`src/rtl/feeder_pkg.sv`:
```
// rtl/feeder_pkg.sv - shared types, defaults and width helper for the matrix/vector feeder
package feeder_pkg;

   localparam int FEED_DATA_W = 8;
   localparam int FEED_MAX_N  = 8;

   typedef enum logic [2:0] {
      IDLE,
      LOAD_MAT,
      LOAD_VEC,
      DONE_MAT,
      DONE_VEC
   } feeder_state_e;

   // Index width for MAX_N banks; a single bank still gets a 1-bit index.
   function automatic int idx_width(input int max_n);
      return (max_n > 2) ? $clog2(max_n) : 1;
   endfunction

endpackage

```
`src/rtl/feeder_idx_counter.sv`:
```
// rtl/feeder_idx_counter.sv - two-level wrap counter (inner/outer, terminal N-1) with last-beat flag
module feeder_idx_counter
   import feeder_pkg::*;
#(
   parameter int IDX_W = 3
) (
   input  logic             clk,
   input  logic             rst,
   input  logic             init,
   input  logic             step,
   input  logic             two_level,
   input  logic [IDX_W-1:0] last_val,
   output logic [IDX_W-1:0] inner,
   output logic [IDX_W-1:0] outer,
   output logic             last
);

   logic inner_wrap;
   logic outer_wrap;

   assign inner_wrap = (inner == last_val);
   assign outer_wrap = (outer == last_val);

   // Single-level use (vector phase) finishes as soon as the inner index wraps.
   assign last = inner_wrap && (!two_level || outer_wrap);

   always_ff @(posedge clk) begin
      if (rst || init) begin
         inner <= '0;
         outer <= '0;
      end else if (step) begin
         if (inner_wrap) begin
            inner <= '0;
            if (two_level) begin
               outer <= outer_wrap ? '0 : outer + IDX_W'(1);
            end
         end else begin
            inner <= inner + IDX_W'(1);
         end
      end
   end

endmodule

```
`src/rtl/mat_vec_feeder.sv`:
```
// rtl/mat_vec_feeder.sv - routes a received element stream into column RAM banks and the vector register
module mat_vec_feeder
   import feeder_pkg::*;
#(
   parameter  int DATA_W = FEED_DATA_W,
   parameter  int MAX_N  = FEED_MAX_N,
   localparam int IDX_W  = idx_width(MAX_N)
) (
   input  logic              clk,
   input  logic              rst,
   input  logic              clear,
   input  logic              size_wr,
   input  logic              mat_start,
   input  logic              vec_start,
   input  logic              col_major,
   input  logic              rx_valid,
   input  logic [DATA_W-1:0] rx_data,
   output logic              rx_ready,
   output logic              ram_we,
   output logic [IDX_W-1:0]  ram_sel,
   output logic [IDX_W-1:0]  ram_addr,
   output logic              vec_we,
   output logic [IDX_W-1:0]  vec_idx,
   output logic [DATA_W-1:0] wr_data,
   output logic [IDX_W:0]    size_q,
   output logic              size_err,
   output logic              mat_done,
   output logic              vec_done
);

   feeder_state_e    state;
   feeder_state_e    state_nxt;

   logic             wipe;
   logic             beat;
   logic             size_legal;
   logic             start_mat;
   logic             start_vec;
   logic             in_load;
   logic             mode_cm;
   logic [IDX_W:0]   size_m1;
   logic [IDX_W-1:0] cnt_inner;
   logic [IDX_W-1:0] cnt_outer;
   logic             cnt_last;

   assign wipe       = rst || clear;
   assign in_load    = (state == LOAD_MAT) || (state == LOAD_VEC);
   assign beat       = rx_valid && rx_ready;
   assign size_legal = (rx_data != '0) && (rx_data <= DATA_W'(MAX_N));
   assign size_m1    = size_q - (IDX_W+1)'(1);

   // size_wr outranks mat_start, which outranks vec_start, on the same edge.
   assign start_mat = (state == IDLE) && !size_wr && mat_start && (size_q != '0);
   assign start_vec = (state == IDLE) && !size_wr && !mat_start && vec_start && (size_q != '0);

   feeder_idx_counter #(.IDX_W(IDX_W)) u_cnt (
      .clk       (clk),
      .rst       (wipe),
      .init      (!in_load),
      .step      (beat),
      .two_level (state == LOAD_MAT),
      .last_val  (size_m1[IDX_W-1:0]),
      .inner     (cnt_inner),
      .outer     (cnt_outer),
      .last      (cnt_last)
   );

   always_ff @(posedge clk) begin
      if (wipe) begin
         state <= IDLE;
      end else begin
         state <= state_nxt;
      end
   end

   always_comb begin
      state_nxt = state;
      case (state)
         IDLE: begin
            if (start_mat) begin
               state_nxt = LOAD_MAT;
            end else if (start_vec) begin
               state_nxt = LOAD_VEC;
            end
         end
         LOAD_MAT: if (beat && cnt_last) state_nxt = DONE_MAT;
         LOAD_VEC: if (beat && cnt_last) state_nxt = DONE_VEC;
         DONE_MAT: state_nxt = IDLE;
         DONE_VEC: state_nxt = IDLE;
         default:  state_nxt = IDLE;
      endcase
   end

   always_comb begin
      rx_ready = in_load;
   end

   // Done pulses are taken from the DONE state so they land one cycle after the final strobe.
   always_ff @(posedge clk) begin
      if (wipe) begin
         ram_we   <= 1'b0;
         ram_sel  <= '0;
         ram_addr <= '0;
         vec_we   <= 1'b0;
         vec_idx  <= '0;
         wr_data  <= '0;
         size_q   <= '0;
         size_err <= 1'b0;
         mat_done <= 1'b0;
         vec_done <= 1'b0;
         mode_cm  <= 1'b0;
      end else begin
         ram_we   <= 1'b0;
         vec_we   <= 1'b0;
         mat_done <= (state == DONE_MAT);
         vec_done <= (state == DONE_VEC);
         if ((state == IDLE) && size_wr) begin
            if (size_legal) begin
               size_q   <= rx_data[IDX_W:0];
               size_err <= 1'b0;
            end else begin
               size_err <= 1'b1;
            end
         end
         if (start_mat) begin
            mode_cm <= col_major;
         end
         if (beat) begin
            wr_data <= rx_data;
            if (state == LOAD_MAT) begin
               ram_we   <= 1'b1;
               ram_sel  <= mode_cm ? cnt_outer : cnt_inner;
               ram_addr <= mode_cm ? cnt_inner : cnt_outer;
            end else begin
               vec_we  <= 1'b1;
               vec_idx <= cnt_inner;
            end
         end
      end
   end

endmodule

```
`config.mk`:
```
export PLATFORM = sky130hd
export DESIGN_NAME = mat_vec_feeder
export DESIGN_NICKNAME = d
export VERILOG_FILES = /design/src/rtl/feeder_pkg.sv /design/src/rtl/feeder_idx_counter.sv /design/src/rtl/mat_vec_feeder.sv
export SDC_FILE = /design/constraint.sdc
export NUM_CORES = 1
export LEC_CHECK = 0
export ABC_AREA = 1
export CORE_MARGIN = 2
export CORE_UTILIZATION = 52
export CTS_CLUSTER_DIAMETER = 120
export DETAILED_ROUTE_END_ITERATION = 7
export GPL_TIMING_DRIVEN = 0
export PLACE_DENSITY = 0.84
export REMOVE_ABC_BUFFERS = 1
export SKIP_LAST_GASP = 1
export SYNTH_ARGS = -nofsm -noshare
export SYNTH_HDL_FRONTEND = slang
export SYNTH_SLANG_ARGS = --single-unit
```
`constraint.sdc`:
```
create_clock -name clk -period 2.6 [get_ports clk]
set_clock_uncertainty 0.2 [all_clocks]
set_input_delay 0.39 -clock clk [delete_from_list [all_inputs] [get_ports clk]]
set_output_delay 0.39 -clock clk [all_outputs]
set_load 0.005 [all_outputs]
```
==> results of run 1 <==
## worst max-delay path, stage by stage, from the launching register on
cell	delay (ps)
dfxtp_1	380
nor2_4	160
nand2_2	110
nand2_4	100
clkdlybuf4s50_1	500
## layer usage
layer	GRT usage	vias to the layer above	share of wire
met1	0.292	742	0.46
met3	0.0609	9	0.061
met4	0.0790	0	0.018
li1	-	862	-
met2	0.368	46	0.46
met5	0	-	0
## area by class of cell
type | instances | area share
inverters | 28 | 0.0481
multi-input cells | 170 | 0.388
clock buffers | 7 | 0.0291
well taps | 44 | 0.0246
flip-flops and latches | 36 | 0.322
repair buffers | 42 | 0.188
## kinds of logic after synthesis
family | count (synthesis) | synth area share
AO/OA/AOI/OAI | 47 | 0.149
buffers and inverters | 33 | 0.0799
AND/OR/NAND/NOR | 117 | 0.314
XOR/XNOR | 2 | 0.0102
flip-flops | 36 | 0.418
adder cells (fa/ha/maj) | 4 | 0.0290
## worst paths after layout
path                         end  cells after the start  startpoint
setup / recovery        rx_ready                      4    state[1]
hold / removal          size_err                      2    size_err
setup reg to reg  u_cnt.outer[1]                     11   size_q[0]
hold reg to reg         size_err                      2    size_err
## through the flow
| stage | hold slack (ps) | power [mW] | area, sq um | setup TNS [ps] | util |
|---|---|---|---|---|---|
| finish | 259 | 0.942 | 2240 | 0 | 0.721 |
| global route | 286 | 0.976 | 2240 | 0 | 0.721 |
| floorplan | 244 | 0.587 | 1690 | 0 | - |
| global placement | 239 | 0.622 | 2170 | -1240 | 0.699 |
| detailed placement | 249 | 0.623 | 2170 | -1140 | 0.699 |
| CTS | 263 | 0.947 | 2230 | 0 | 0.720 |
## cells in the mapped netlist (3+ instances only)
master	instances
a21oi_1	22
clkbuf_1	3
nor2_1	30
inv_2	5
inv_1	22
nand3_1	18
o21ai_1	7
dfxtp_1	36
o21ai_0	13
nand2_1	54
ha_1	4
## flip-flops by register name, summed over array words and instances, names as in the netlist, 3 cells and up
name / flops
ram_addr: 3
ram_sel: 3
size_q: 4
state: 3
u_cnt.inner: 3
u_cnt.outer: 3
vec_idx: 3
wr_data: 8
## placed cells by master (no fill, tap or decap), drive strengths merged, types with 4 or more instances in the layout
cell type      netlist  layout
nand3               19      19
inv                 28      28
a21oi               24      24
clkdlybuf4s50        0      42
o21ai               21      21
clkbuf               3       7
ha                   4       4
nor2                33      33
nand2               58      58
dfxtp               36      36
## power by group
part           leakage (nW)  internal, mW  switching [mW]  total (mW)
clock                0.0374         0.153           0.179       0.332
sequential            0.290         0.553         0.00107       0.554
combinational         0.544        0.0289          0.0278      0.0567
total                 0.872         0.735           0.207       0.942
==> impl_metrics.yaml, run 1 <==
floorplanning:
  num_io_pins: 43
  floorplan.initialDensity: 0.555
  fp.dieW_microns: 61.6
  die_area_sq_um: 3790
  coreArea_sq_um: 3100
  die_y_microns: 61.6
  fp-row-count: 20
route:
  dr.pass1.iters: 4
  wl_mm: 3.81
  dr_total_vias: 1659
  post-route-drc-count: 0
  drt_iter0_drc: 96
  wl_per_cell_microns: 11.7
  vias_per_cell: 5.07
  ant_nets: 0
worst_setup_path:
  worstSetupPathType: "register to primary output"
  rrSetupSlack_ps: 610
  cp-end-kind: "primary output"
  arrival_ps: 1580
  required_ps: 2010
  worst_setup_path_start_kind: "register"
  worstPathMaxFanout: 5
cts:
  clock_latency_ps: 340
  cts_tree: "yes"
  h-tree-depth: 2
  clock-sinks: 36
  clkTransAtPathRegs_ps: 100
  hold_buffers: 0
  post-cts-setup-buffers: 0
  cts_root_buf: "clkbuf_4"
  numCtsBuffers: 5
  cts-resized-gates: 0
  clk_path_buf_depth: 2
global_routing:
  grt_usage: 0.227
  grt_pass1_wl_mm: 6.33
  grt_remaining_overflow: 0
  grt_max_degree: 18
  grt_pass1_vias: 1475
  antenna_found_initial: 0
synth:
  synth_seq_area_share: 0.418
  ys.flop_type: "dfxtp_1"
  syn-cell-area_sq_um: 1720
  async_reset_ff_frac: 0
  synth_edf_count: 0
  synth_cell_types: 29
  synth_top_area_share: 0.418
  yosysWarnings: 0
  yosys.area.top_type: "dfxtp_1"
  postSynthCellCount: 239
  yosys-top-cells-area: "dfxtp_1 42%, nand2_1 12%, nor2_1 6.5%"
  syn_area_per_cell_sq_um: 7.21
  synth_seq_cells: 36
final_layout:
  multi_input_area_sq_um: 867
  finalNonFillerCells: 327
  final_nets: 303
  final_layout_size_suffix_gt1_frac: 0.0989
  synthToLayoutAreaGrowth_pct: 29.8
  diodes: 0
  final-seq-area_sq_um: 721
  fill_cells: 278
hold_path:
  hp-class: "register to register"
place:
  dp_cells: 320
  pre_cts_ws_ps: -282
  io_buffer_count: 42
  dp_hpwl_mm: 2.87
  routabilityCongestion: 0.874
timing:
  slew_headroom: 0.605
  tightest_slew_ps: 591
  slew_viol_final: 0
  setup_viol_count_final: 0
  fmax_mhz: 461
  hold_viol: 0
  setup_slack_ps: 429
  rsz0062_at_grt: "no"
  period_minus_slack_ps: 2170
  fin_crit_sh: 0.835
power_and_ir_drop:
  power_leakage_nw: 0.872
  ir_drop_mv: 0.281
  powerDensity_nw_per_um2: 421
job:
  drv_cap: 0
run_status:
  outcome: "finished clean"
Note: power is estimated with default switching activity, not from simulation.
==> run 2: changes to the inputs <==
--- a/config.mk
+++ b/config.mk
@@ -7,11 +7,11 @@
 export LEC_CHECK = 0
 export ABC_AREA = 1
 export CORE_MARGIN = 2
-export CORE_UTILIZATION = 52
+export CORE_UTILIZATION = 44
 export CTS_CLUSTER_DIAMETER = 120
 export DETAILED_ROUTE_END_ITERATION = 7
 export GPL_TIMING_DRIVEN = 0
-export PLACE_DENSITY = 0.84
+export PLACE_DENSITY = 0.76
 export REMOVE_ABC_BUFFERS = 1
 export SKIP_LAST_GASP = 1
 export SYNTH_ARGS = -nofsm -noshare
==> constraint.sdc (replaced) <==
create_clock -name clk -period 1.99 [get_ports clk]
set_clock_uncertainty 0.2 [all_clocks]
set_input_delay 0.2985 -clock clk [delete_from_list [all_inputs] [get_ports clk]]
set_output_delay 0.2985 -clock clk [all_outputs]
set_load 0.005 [all_outputs]
==> impl_metrics.yaml, run 2 (synthesis results as in run 1) <==
run_status:
  outcome: "finished clean"
power_and_ir_drop:
  powerDensity_nw_per_um2: 568
  power_leakage_nw: 0.929
  ir_drop_mv: 0.337
  finalPower_mw: 1.35
timing:
  slew_headroom: 0.728
  fmax_mhz: 515
  setup_slack_ps: 47.6
  hold_viol: 0
  setup_viol_count_final: 0
  slew_viol_final: 0
  period_minus_slack_ps: 1940
  tightest_slew_ps: 408
  fin_crit_sh: 0.976
  fin_hold_ws_ps: 260
worst_setup_path:
  required_ps: 1490
  timing.critical_path.mode_cell: "nand2_4"
  worst_setup_path_start_kind: "register"
  rrSetupSlack_ps: 170
  path_cells: "nor2_4, nand2_4, nand2_4, clkdlybuf4s50_1"
  cp_slowest_cell: "clkdlybuf4s50_1"
  arrival_ps: 1440
  cp-end-kind: "primary output"
  worstSetupPathType: "register to primary output"
  worstPathMaxFanout: 4
  slowest_delay_ps: 500
global_routing:
  grt_remaining_overflow: 0
  grt_pass1_vias: 1618
  grt_max_degree: 18
  grt_pass1_wl_mm: 6.69
  antenna_found_initial: 0
  grt_usage: 0.197
place:
  pre_cts_ws_ps: -766
  routabilityCongestion: 0.853
  io_buffer_count: 42
  dp_hpwl_mm: 2.86
route:
  vias_per_cell: 4.91
  ant_nets: 0
  dr_total_vias: 1665
  wl_per_cell_microns: 11.6
  dr.pass1.iters: 5
  wl_mm: 3.92
  drt_iter0_drc: 57
  post-route-drc-count: 0
floorplanning:
  floorplan.initialDensity: 0.464
  die_area_sq_um: 4430
  num_io_pins: 43
  coreArea_sq_um: 3720
  fp.dieW_microns: 66.6
  die_y_microns: 66.6
  fp-row-count: 22
cts:
  cts_root_buf: "clkbuf_8"
  cts_tree: "yes"
  h-tree-depth: 2
  clock-sinks: 36
  numCtsBuffers: 5
  clock_latency_ps: 290
  clkTransAtPathRegs_ps: 70
  clk_path_buf_depth: 2
final_layout:
  fill_cells: 352
  synthToLayoutAreaGrowth_pct: 37.7
  final_cell_mix: "53 x nand2_1, 41 x clkdlybuf4s50_1, 33 x dfxtp_1"
  final_layout_size_suffix_gt1_frac: 0.155
  reg_top3: "wr_data (8), size_q (4)"
  largest_register_ffs: 8
  final_nets: 310
  top_register: "wr_data"
  final_common_cell: "nand2_1"
  diodes: 0
job:
  drv_cap: 0
hold_path:
  hp-class: "register to register"
run 2: changes by cell type in the layout (fill, tap and decap cells not counted), moves of 3 or more:
cell and change:
buf_4 +7, clkbuf_4 -5, clkbuf_8 +4, dfxtp_1 -3
run 2: final timing paths:
kind              startpoint    endpoint  cells after the start
setup reg to reg   size_q[0]    state[1]                     10
hold / removal    ram_sel[1]  ram_sel[1]                      2
setup / recovery    state[1]    rx_ready                      4
hold reg to reg   ram_sel[1]  ram_sel[1]                      2
run 2: final cells by class:
class                      instances  area (sq um)  share of cell area
tap                               48          60.1              0.0253
clock buffer                       6          82.6              0.0348
inverter                          28           111              0.0469
multi-input combinational        170           906               0.382
timing repair buffer              49           475               0.200
clock inverter                     2          10.0             0.00422
sequential                        36           727               0.306
run 2: where the power goes:
| group | total (mW) | internal, mW | switching, mW |
|---|---|---|---|
| Clock | 0.540 | 0.276 | 0.264 |
| Combinational | 0.0853 | 0.0450 | 0.0403 |
| Sequential | 0.722 | 0.721 | 0.00157 |
run 2: what timing repair did:
item                                   in CTS  in global routing
hold buffers                                0                  0
gates cloned                                0                  0
endpoints found under the hold margin       0                  0
gates resized for setup                     3                 12
pin swaps                                   1                  1
buffers inserted                            1                  6
setup endpoints to repair                  20                  7
run 2: worst max-delay path, delay by kind of cell, from the launching register on:
kind	cells	cell delay, ps
buffers and inverters	1	500
flip-flops	1	370
AND/OR/NAND/NOR	3	290
run 2: per-layer routing:
metal  up-vias  global-route usage  wire length [microns]
met5         -                   0                      0
met1       753               0.224                   1760
met3         4              0.0608                    203
met2        35               0.339                   1900
li1        873                   -                      -
met4         0              0.0842                     55
run 2: through the flow:
step | instances | setup TNS (ps) | util | area [sq um]
6_report | 339 | 0 | 0.638 | 2370
5_1_grt | 339 | -3.54 | 0.638 | 2370
4_1_cts | 333 | 0 | 0.614 | 2280
3_5_place_dp | 324 | -12550 | 0.585 | 2170
3_3_place_gp | 324 | -12930 | 0.585 | 2170
2_1_floorplan | 234 | 0 | - | 1690
